===== config.mk =====
export PLATFORM = sky130hd
export DESIGN_NAME = pipestallctl
export DESIGN_NICKNAME = d
export VERILOG_FILES = /design/src/rtl/pipestallctl.sv
export SDC_FILE = /design/constraint.sdc
export NUM_CORES = 1
export LEC_CHECK = 0
export ABC_AREA = 1
export CAP_MARGIN = 20
export CORE_MARGIN = 2
export CORE_UTILIZATION = 46
export CTS_CLUSTER_SIZE = 25
export DETAILED_ROUTE_END_ITERATION = 7
export DONT_BUFFER_PORTS = 1
export GPL_ROUTABILITY_DRIVEN = 0
export GPL_TIMING_DRIVEN = 1
export PLACE_DENSITY = 0.6
export SYNTH_ARGS = -nofsm -noshare
export SYNTH_HDL_FRONTEND = slang
export SYNTH_SLANG_ARGS = --single-unit

===== constraint.sdc =====
create_clock -name clk -period 1.6 [get_ports clk]
set_input_delay 0.4 -clock clk [delete_from_list [all_inputs] [get_ports clk]]
set_output_delay 0.4 -clock clk [all_outputs]
set_load 0.01 [all_outputs]

===== src/rtl/pipestallctl.sv =====
// pipestallctl: load-use / divide-unit stall control with stall-cycle counter
module pipestallctl #(
    parameter int DIV_CYCLES = 32
) (
    input  logic        clk,
    input  logic        clr,
    input  logic        ewreg,
    input  logic        em2reg,
    input  logic [4:0]  ern,
    input  logic [4:0]  rs,
    input  logic [4:0]  rt,
    input  logic        i_rs,
    input  logic        i_rt,
    input  logic        id_div,
    input  logic        id_hilo,
    output logic        wpcir,
    output logic        drop,
    output logic        div_start,
    output logic        hilo_we,
    output logic        mdu_busy,
    output logic [15:0] nstall
);
    localparam int CW = $clog2(DIV_CYCLES + 1);
    typedef enum logic [1:0] {IDLE, START, BUSY, DONE} state_t;
    state_t        r_state;
    state_t        w_next;
    logic [CW-1:0] r_cnt;
    logic [15:0]   r_nstall;
    logic          w_loaduse;
    logic          w_mdustall;
    logic          w_stall;
    logic          w_issue;
    // hazard detection: DONE still counts as busy so HI/LO readers wait for the write
    always_comb begin
        w_loaduse  = ewreg & em2reg & (ern != 5'd0) & ((i_rs & (ern == rs)) | (i_rt & (ern == rt)));
        w_mdustall = (id_div | id_hilo) & (r_state != IDLE);
        w_stall    = w_loaduse | w_mdustall;
        w_issue    = id_div & ~w_stall;
        wpcir      = ~w_stall;
        drop       = w_stall;
    end
    // divide sequencer state register; clr abandons any in-flight divide
    always_ff @(posedge clk) begin
        if (clr) r_state <= IDLE;
        else     r_state <= w_next;
    end
    // next-state logic
    always_comb begin
        w_next = (r_state == IDLE)  ? (w_issue ? START : IDLE) :
                 (r_state == START) ? BUSY :
                 (r_state == BUSY)  ? ((r_cnt == CW'(1)) ? DONE : BUSY) :
                                      IDLE;
    end
    // latency counter: loaded in START, counts down through BUSY
    always_ff @(posedge clk) begin
        if (clr)                    r_cnt <= '0;
        else if (r_state == START)  r_cnt <= CW'(DIV_CYCLES - 1);
        else if (r_state == BUSY)   r_cnt <= r_cnt - CW'(1);
    end
    // outputs decoded from registered state only, so pulses are clean single cycles
    always_comb begin
        div_start = (r_state == START);
        hilo_we   = (r_state == DONE);
        mdu_busy  = (r_state != IDLE);
    end
    // saturating stall-cycle counter
    always_ff @(posedge clk) begin
        if (clr)                               r_nstall <= '0;
        else if (w_stall && r_nstall != 16'hFFFF) r_nstall <= r_nstall + 16'd1;
    end
    assign nstall = r_nstall;
endmodule


Word-level counts from Yosys, hierarchy flattened
Index checks and enable logic that the tools add are counted.

Bits of input ports: 23. Register bits: 24. Output and inout bits: 21. Word-level logic and storage cells: 37.

Mux-type cells: 7. Reductions and logical operators: 6. Add/sub/neg operators: 2. Bitwise gates (word level): 11. Eq/ne operators: 7.

Operators by type and width (count): adder 16 x 1 -> 16 bit, second input constant (1); != test 16 bit, second input constant (1); equality test 5 bit (2); 2-to-1 mux 5 bit (2); bitwise AND 1 bit (7); equality test 6 x 1 -> 1 bit, second input constant (1); 2-to-1 mux 2 bit (3); subtractor 6 x 1 -> 6 bit, second input constant (1); nonzero test 5 bit (1); equality test 2 bit, second input constant (2); nonzero test 2 bit (2); OR 1 bit (3); equality test 2 x 1 -> 1 bit, second input constant (1); zero test 2 bit (1); 2-to-1 mux 1 bit (2); OR reduction 2 bit (1); logical AND 1 bit (1); NOT 1 bit (1).

Logic depth before layout (Yosys ltp)
Gate-level depths: netlist (run 1).

Word-level depth: 9. Mapped depth: 13. Mapped depth without buffers: 12.

Least setup slack after synthesis (run 1)
OpenSTA, ideal clock, no wires.

Path type: register to register. From: register r_nstall[0], in the netlist nstall[0]. To: register r_nstall[8], in the netlist nstall[8]. Slack: 0.076 ns. Setup time: 0.115 ns. Data required time: 1.485 ns. Data arrival time: 1.409 ns. Cell stages (with the launch flop): 10. Path buffers: 1. Clock period less this slack: 1.524 ns. Path through: dfxtp_1 ha_1 nand3_2 nor2_4 nand4_2 buf_6 nand4_1 inv_2 a21oi_1 nor2_1.

Longest elaborated chain between the ends: 2. Elaborated cells on any way between the ends: 3. Those cells by class: add/sub (1); eq/ne (1); reduce/logical (1).

Ends and longest elaborated chain: start: declaration (line 28) `logic [15:0] r_nstall;`; start signal: assignment (line 69) `else if (w_stall && r_nstall != 16'hFFFF) r_nstall <= r_nstall + 16'd1;`; branches (longest 2 deep; another with adder 16 x 1 -> 16 bit).

Several ways; the timed one is not identified. A chain may end at the register's enable or synchronous reset.

Worst setup path after layout (run 1)
From: register r_state[0]. To: output wpcir.

Longest elaborated chain between the ends: 4.

Ends and longest elaborated chain: start: declaration (line 25) `state_t r_state;`; start signal: assignment (line 45) `else r_state <= w_next;`; nonzero test 2 bit (line 36) `w_mdustall = (id_div | id_hilo) & (r_state != IDLE);`; bitwise AND 1 bit (line 36); OR 1 bit (line 37) `w_stall = w_loaduse | w_mdustall;`; via drop (line 17) `output logic drop,`; NOT 1 bit (line 39) `wpcir = ~w_stall;`; end: declaration (line 16) `output logic wpcir,`.

The timed path passes the listed nets, and every way through them passes these cells.

==> results.cfg, run 1 <==
[timing]
fin_skew_ns = 0.00209
slew_headroom_pct = 81.2
drv_slew = 0
max_freq_ghz = 0.629
rsz0062_at_grt = true
finalHoldViolCount = 0
fin_crit_ns = 1.59
worst_slew_pin_slew_ns = 0.280
min_period_over_period_pct = 99.4
setup_viol = 0

[route]
wl_um = 3450
drtIter0Drc = 49
routed-via-count = 1573
wl_per_cell_um = 10.7
dr.pass1.iters = 4
ant_nets = 0
drt_drc_violations_left = 0
viasPerCell = 4.85

[placement]
hpwl_um = 2630
port_buffers = 0
place_inst = 315

[die]
die-area_mm2 = 0.00393
num_io_pins = 44
die_w_um = 62.7
coreArea_mm2 = 0.00331
initial_core_util_pct = 47.8
fp.dieH_um = 62.7
num_rows = 21

[worst_hold_path]
min_path_cells = 1
min_path_type = in -> reg

[logic_synthesis]
synth-seq-cells = 24
synthesis.nets = 284
yosys_warnings = 0
synth_area_per_cell_um2 = 6.24
netlist_area_mm2 = 0.00158
synthCells = 254
synth.distinct_cells = 27
ys_seq_area_share_pct = 30.3

[global_routing]
grt_start_max_net_pins = 20
grt_pass1_vias = 1440
grt_pass1_wl_um = 5930
grt_antenna_before_repair = 0
grt_util_all_layers_pct = 18.4
gr-total-overflow = 0

[finish]
final_util_pct = 57.8
fin_nets = 309
syn_to_final_growth_pct = 20.9
fin_cells = 324
drive_gt1_share_pct = 20.1
fillers = 349
diodes = 0

[critical_path]
reg2reg_depth = 8
cp-end-kind = output pin
crit_fanout = 6
crit_type = reg -> out
cp.required_ns = 1.20
critical_path_arrival_ns = 1.19
critPathLaunchType = register
r2r_setup_slack_ns = 0.17

[pwr]
p_clk_share_pct = 33.2
switchingPower_w = 0.000363
p_leak_nw = 0.947
seq_power_share_pct = 48.4
peakVddDrop_mv = 0.431
power_frac_comb_pct = 18.3
p_per_area_mw_per_mm2 = 706
intPower_w = 0.000988
p_sw_share_pct = 26.9

[clocking]
root_buffer = clkbuf_4
worstSkewPairLatency_ns = 0.32
hold_buffers = 0
numCtsBuffers = 3
clkSlewWorstSetupHoldPaths_ns = 0.14
tritoncts = built
cts_sinks = 24
h-tree-depth = 1
cts_buffer_depth = 2

[flow_run]
drv_cap = 0

[outcome]
status = complete, no violations
==> Yosys cell counts (all sizes together) <==
cell type  number  area (µm²)
clkinv          1        3.75
nand3b          2        15.0
nor2           42         168
nor4            1        6.26
nand2          78         305
dfxtp          24         480
nand3          21         115
inv            36         135
nor3            3        15.0
o2111ai         1        8.76
and3            1        6.26
a21oi          15        75.1
buf             5        42.5
xor2            5        43.8
ha              7        87.6
nand4           5        37.5
a31oi           3        18.8
o21ai           4        20.0
==> cells in the final DEF, fill, tap and decap left out, types with 7 or more instances in the layout <==
cell	netlist	final
a21oi_1	15	15
buf_4	2	24
dfxtp_1	24	17
dfxtp_2	0	7
inv_1	31	27
inv_2	5	7
nand2_1	75	75
nand3_1	19	19
nor2_1	40	40
==> flip-flops by register name, summed over array words and instances, names as in the netlist <==
| name | count |
|---|---|
| nstall | 16 |
| r_cnt | 6 |
| r_state | 2 |
==> power groups by stage <==
| stage | sequential, W | clock [W] | combinational (W) |
|---|---|---|---|
| 3_3_place_gp | 0.000664 | 0 | 0.000222 |
| 5_1_grt | 0.000659 | 0.000494 | 0.000287 |
| 3_5_place_dp | 0.000664 | 0 | 0.000225 |
| 4_1_cts | 0.000651 | 0.000460 | 0.000240 |
| 6_report | 0.000655 | 0.000449 | 0.000248 |
| 2_1_floorplan | 0.000667 | 0 | 0.000166 |
==> per-layer routing <==
| layer | up-vias | global-route usage (%) | part of all wire, % | wire length (µm) |
|---|---|---|---|---|
| li1 | 847 | - | - | - |
| met1 | 695 | 21.7 | 43 | 1500 |
| met2 | 27 | 33.3 | 52 | 1780 |
| met3 | 4 | 3.78 | 3.9 | 135 |
| met4 | 0 | 5.83 | 1.1 | 37 |
| met5 | - | 0 | 0 | 0 |
==> cell families (layout without fill, tap and decap cells) <==
family | after synthesis | count (layout) | synth area share, %
simple gates | 153 | 153 | 42.2
buf+inv | 42 | 66 | 11.5
flops | 24 | 24 | 30.3
compound gates | 23 | 23 | 7.74
fa+ha+maj | 7 | 7 | 5.53
xor+xnor | 5 | 5 | 2.76
==> final timing paths <==
| path | end | start |
|---|---|---|
| worst max-delay path | wpcir | r_state[0] |
| worst min-delay path | r_state[1] | clr |
| worst max register to register | nstall[14] | nstall[0] |
| worst min register to register | r_cnt[4] | r_cnt[4] |
==> metrics by stage <==
step	cell area, µm²	power [W]	setup WS (ns)	TNS [ns]	hold WS (ns)
after floorplan	1580	0.000833	0.0756	0	0.442
after global placement	1750	0.000886	0.0414	0	0.456
after detailed placement	1750	0.000888	0.0166	0	0.463
after CTS	1850	0.00135	0.00545	0	0.106
after global routing	1910	0.00144	-0.0626	-0.145	0.0808
final	1910	0.00135	0.00993	0	0.117
==> area by class of cell <==
type	count	area (µm²)	share of cell area (%)
clock inverter	1	30.0	1.57
multi-input combinational	188	980	51.2
tap	46	57.6	3.01
timing repair buffer	25	191	10.0
inverter	37	144	7.52
sequential	24	489	25.6
clock buffer	3	22.5	1.18
==> worst max-delay path, cell delays in order, from the launching register on <==
cell     delay, ns
dfxtp_2       0.37
inv_2         0.05
ha_4          0.15
inv_4         0.06
o21ai_4       0.06
nand2_4       0.12
inv_4         0.06
==> repair_timing <==
| item | in CTS | in global routing |
|---|---|---|
| endpoints found under the setup margin | 2 | 15 |
| pin swaps | 2 | 4 |
| gates resized for setup | 14 | 10 |
| buffers inserted | 1 | 4 |
Note: power is estimated with default switching activity, not from simulation.
==> run 2, diff against run 1 <==
--- a/config.mk
+++ b/config.mk
@@ -15,6 +15,7 @@
 export GPL_ROUTABILITY_DRIVEN = 0
 export GPL_TIMING_DRIVEN = 1
 export PLACE_DENSITY = 0.6
+export SKIP_CTS_REPAIR_TIMING = 1
 export SYNTH_ARGS = -nofsm -noshare
 export SYNTH_HDL_FRONTEND = slang
 export SYNTH_SLANG_ARGS = --single-unit
==> constraint.sdc (replaced) <==
create_clock -name clk -period 1.64 [get_ports clk]
set_input_delay 0.41 -clock clk [delete_from_list [all_inputs] [get_ports clk]]
set_output_delay 0.41 -clock clk [all_outputs]
set_load 0.01 [all_outputs]
==> run 2 against run 1 <==
Compared with the run above:
- utilization down 1.4 points
- flip-flop and latch count unchanged
- critical path depth unchanged
- cell area down 2.5%
- clock skew up 0.0071 ns
- clock power down 42%
- register-to-register slack worse by 0.04 ns
- largest power group unchanged
- via count up 0.57%
- sequential power down 3%
- first-iteration DRC count down 20%
==> results.cfg, run 2 (synthesized netlist as in run 1, its figures left out) <==
[timing]
finalHoldViolCount = 0
fin_skew_ns = 0.00921
rsz0062_at_grt = true
min_period_over_period_pct = 98.6
fin_crit_ns = 1.62
drv_slew = 0
worst_slew_pin_slew_ns = 0.274
hold_ws_ns = 0.145
setup_viol = 0
slew_headroom_pct = 81.6
max_freq_ghz = 0.619

[route]
ant_nets = 0
drtIter0Drc = 39
wl_um = 3510
routed-via-count = 1582
drt_drc_violations_left = 0
dr.pass1.iters = 4
viasPerCell = 4.90
wl_per_cell_um = 10.9

[finish]
syn_to_final_growth_pct = 17.9
final_cell_mix = nand2_1 (75), nor2_1 (39), inv_1 (29)
final_common_cell = nand2_1
fin_nets = 309
largest_reg_flops = 16
final_area_mm2 = 0.00187
final_util_pct = 56.4
drive_gt1_share_pct = 19.9
diodes = 0

[die]
die_w_um = 62.7
die-area_mm2 = 0.00393
initial_core_util_pct = 47.8
coreArea_mm2 = 0.00331
num_io_pins = 44
fp.dieH_um = 62.7
num_rows = 21

[worst_hold_path]
min_path_type = in -> reg
min_path_cells = 1

[critical_path]
crit_cells = 6
critical_path_arrival_ns = 1.21
crit_fanout = 6
cp-end-kind = output pin
cpPeakStageDelay_ns = 0.35
cp.required_ns = 1.23
critical_path.top_delay_family = flip-flops
reg2reg_depth = 9
critPathLaunchType = register
critPathSlowestCell = dfxtp_2
path_buf_inv = 3
cp_cell_sequence = inv_1 > ha_1 > inv_2 > o21ai_2 > nand2_4 > inv_4
crit_type = reg -> out

[placement]
place_area_mm2 = 0.00177
hpwl_um = 2740
port_buffers = 0

[global_routing]
grt_start_max_net_pins = 13
grt_pass1_wl_um = 6050
gr-total-overflow = 0
grt_pass1_vias = 1525
grt_util_all_layers_pct = 18.6
grt_antenna_before_repair = 0

[pwr]
p_per_area_mw_per_mm2 = 605
total_power_w = 0.00113
power_frac_comb_pct = 20.5
p_leak_nw = 0.933
seq_power_share_pct = 56.5
switchingPower_w = 0.000335
peakVddDrop_mv = 0.547
p_sw_share_pct = 29.6
p_clk_share_pct = 23.0
intPower_w = 0.000794

[clocking]
tritoncts = built
numCtsBuffers = 3
root_buffer = clkbuf_4
clkSlewWorstSetupHoldPaths_ns = 0.12
worstSkewPairLatency_ns = 0.31
cts_sinks = 24
h-tree-depth = 1
cts_buffer_depth = 2

[outcome]
status = complete, no violations

[flow_run]
drv_cap = 0
==> run 2: path summary, 6_finish.rpt <==
| check | start | end | slack [ns] |
|---|---|---|---|
| worst max register to register | nstall[0] | nstall[11] | 0.13 |
| worst min-delay path | clr | r_state[1] | 0.15 |
| worst max-delay path | r_state[0] | wpcir | 0.02 |
| worst min register to register | r_cnt[4] | r_cnt[4] | 0.48 |
==> run 2: layout make-up <==
cell class              instances  area (µm²)
clock buffers                   3        22.5
fillers                       371        1440
repair buffers                 25         188
multi-input cells             188         967
flip-flops and latches         24         490
inverters                      37         141
well taps                      46        57.6
==> run 2: layer usage <==
metal / share of wire [%] / GRT usage (%)
met2: 52 / 36.3
met3: 3.8 / 3.60
met5: 0 / 0
met1: 43 / 19.8
met4: 1.1 / 5.56
==> run 2: worst register-to-register path, stage by stage (launching register included) <==
cell     delay [ns]
dfxtp_2        0.37
ha_4           0.15
nand3_4        0.10
nor2_4         0.13
buf_4          0.13
nand4_1        0.15
nand4_1        0.15
inv_1          0.06
a21oi_1        0.13
nor2_1         0.05
==> run 2: through the flow <==
step	setup WS, ns	TNS (ns)	std cells
global placement	0.0724	0	318
floorplan	0.110	0	254
CTS	-0.202	-0.286	321
global route	-0.0585	-0.0937	323
detailed placement	0.0839	0	318
finish	0.0237	0	323
==> run 2: power groups by stage <==
stage	registers, W	clock network [W]	logic, W
after floorplan	0.000651	0	0.000162
after global placement	0.000646	0	0.000219
after detailed placement	0.000647	0	0.000223
after CTS	0.000634	0.000272	0.000224
after global routing	0.000641	0.000295	0.000269
final	0.000638	0.000260	0.000232
==> run 3, diff against run 2 <==
--- a/config.mk
+++ b/config.mk
@@ -5,7 +5,6 @@
 export SDC_FILE = /design/constraint.sdc
 export NUM_CORES = 1
 export LEC_CHECK = 0
-export ABC_AREA = 1
 export CAP_MARGIN = 20
 export CORE_MARGIN = 2
 export CORE_UTILIZATION = 46
==> run 3 against run 2 <==
Compared with the run above:
- the run now ends with setup timing left
- worst hold slack better by 0.0033 ns
- synthesized cell count is 33% lower
- sequential share of layout area is 0.42 points higher
- routed wire length is 1.2% lower
- utilization is 7.4 points higher
- non-clock buffer count is 16 higher
- first-iteration DRC count is 23% higher
- die area is 8.7% lower
- via count is 14% lower
- synthesized area is 9.3% lower
- cell count is 26% lower
- critical path type is now reg -> reg
==> results.cfg, run 3 <==
[finish]
largest_reg_flops = 16
final_cell_mix = buf_4 (37), nor2_1 (14), dfxtp_1 (13)
syn_to_final_growth_pct = 33.4
final_common_cell = buf_4
final_util_pct = 63.8
drive_gt1_share_pct = 43.2
fin_nets = 237
diodes = 0

[die]
num_io_pins = 44
initial_core_util_pct = 47.8
fp.dieH_um = 59.9
coreArea_mm2 = 0.00300
die_w_um = 59.9
die-area_mm2 = 0.00359
num_rows = 20

[timing]
rsz0062_at_grt = true
finalWorstSetupSlack_ns = -0.365
drv_slew = 0
setup_viol = 18
fin_skew_ns = 0.00223
worst_slew_pin_slew_ns = 0.344
final.setup.tns_ns = -4.45
fin_crit_ns = 2.00
slew_headroom_pct = 76.7
finalHoldViolCount = 0
max_freq_ghz = 0.499
min_period_over_period_pct = 122

[clocking]
worstSkewPairLatency_ns = 0.30
tritoncts = built
cts_buffer_depth = 2
cts_sinks = 24
clkSlewWorstSetupHoldPaths_ns = 0.13
h-tree-depth = 1
root_buffer = clkbuf_4
numCtsBuffers = 3

[worst_hold_path]
min_path_type = in -> reg
min_path_cells = 1
min_delay_worst_endpoint = nstall[3]
min_from = clr

[outcome]
violations = setup timing
status = complete, but fails checks

[logic_synthesis]
netlist_area_mm2 = 0.00144
yosys.area.top_type = dfxtp_1
synth_common_cells = dfxtp_1 (24), nor2_1 (15), a21oi_1 (13)
yosys_most_used_dff = dfxtp_1
synth.distinct_cells = 42
ys_top_cells_by_area = dfxtp_1 (33%), xnor2_1 (6.7%), ha_1 (6.1%)
yosysMostFrequentCell = dfxtp_1
synthCells = 169
synth_area_per_cell_um2 = 8.50
synth-seq-cells = 24
synth_edf_count = 0
ys_seq_area_share_pct = 33.4
synthesis.nets = 199
synth_top_area_share_pct = 33.4
yosys_warnings = 0
synthArstFlopShare_pct = 0

[global_routing]
grt_util_all_layers_pct = 19.5
grt_pass1_vias = 1311
grt_pass1_wl_um = 5360
gr-total-overflow = 0
grt_start_max_net_pins = 27
grt_antenna_before_repair = 0

[critical_path]
path_buf_inv = 0
cp.required_ns = 1.85
critical_path.top_delay_family = simple AND/OR/NAND/NOR gates
critPathLaunchType = register
critical_path_arrival_ns = 2.22
cp-end-kind = register
r2r_setup_slack_ns = -0.36
r2r-start = nstall[0]
crit_fanout = 5
cp_cell_sequence = ha_4 > nand3_4 > or4_4 > o21a_1 > a2bb2oi_4 > nand3b_1 > mux2_4
crit_start = nstall[0]
timing.rr.end = nstall[7]
reg2reg_depth = 7
cpPeakStageDelay_ns = 0.44
crit_type = reg -> reg
critPathSlowestCell = or4_4

[route]
ant_nets = 0
dr.pass1.iters = 4
viasPerCell = 5.69
drtIter0Drc = 48
drt_drc_violations_left = 0
wl_per_cell_um = 14.5
wl_um = 3470
routed-via-count = 1360

[placement]
hpwl_um = 2620
port_buffers = 0

[pwr]
total_power_w = 0.00107
switchingPower_w = 0.000283
peakVddDrop_mv = 0.354
intPower_w = 0.000783
power_frac_comb_pct = 18.7
p_sw_share_pct = 26.6
p_leak_nw = 0.706
p_per_area_mw_per_mm2 = 556
seq_power_share_pct = 57.1
p_clk_share_pct = 24.3

[flow_run]
drv_cap = 0
==> run 3: metal layers <==
metal	vias up	global-route usage, %	part of all wire, %
met4	0	4.76	0.58
met1	645	22.9	43
met3	2	4.55	5.5
met2	33	35.6	51
met5	-	0	0
li1	680	-	-
==> run 3: power by group through the flow <==
stage	registers (W)	logic [W]	clock network [W]
global route	0.000611	0.000224	0.000300
global placement	0.000621	0.000174	0
detailed placement	0.000622	0.000182	0
floorplan	0.000623	0.000143	0
CTS	0.000609	0.000183	0.000273
finish	0.000608	0.000199	0.000259
==> run 3: cell type report <==
| class | count | area (µm²) |
|---|---|---|
| repair buffers | 41 | 323 |
| clock inverters | 1 | 3.75 |
| fillers | 268 | 1090 |
| multi-input cells | 128 | 981 |
| well taps | 33 | 41.3 |
| clock buffers | 3 | 22.5 |
| flip-flops and latches | 24 | 512 |
| inverters | 9 | 33.8 |
==> run 3: how the worst max path moves through the flow <==
| stage | end | slack [ns] | depth (start not counted) |
|---|---|---|---|
| 2_1_floorplan | nstall[7] | -0.39 | 8 |
| 3_3_place_gp | nstall[1] | -0.37 | 7 |
| 3_5_place_dp | nstall[1] | -0.46 | 7 |
| 4_1_cts | nstall[1] | -0.42 | 8 |
| 5_1_grt | nstall[7] | -0.43 | 7 |
| 6_report | nstall[7] | -0.36 | 7 |
==> run 3: cell families after synthesis <==
group,synth area share (%)
AND/OR/NAND/NOR,26.0
AO/OA/AOI/OAI,18.7
flip-flops,33.4
buffers and inverters,6.10
XOR/XNOR,7.32
adder cells (fa/ha/maj),6.10
multiplexers,2.26
==> run 3: per-stage QoR <==
stage	hold slack, ns	worst slack, ns	instance area [µm²]	std cells
after floorplan	0.449	-0.386	1510	169
after global placement	0.461	-0.367	1780	232
after detailed placement	0.470	-0.461	1780	232
after CTS	0.129	-0.422	1800	236
after global routing	0.0947	-0.434	1920	239
final	0.148	-0.365	1920	239
==> run 3: worst register-to-register path: stages (launching register included) <==
cell       delay [ns]
dfxtp_4          0.38
ha_4             0.14
nand3_4          0.06
or4_4            0.45
o21a_1           0.22
a2bb2oi_4        0.20
nand3b_1         0.16
mux2_4           0.30
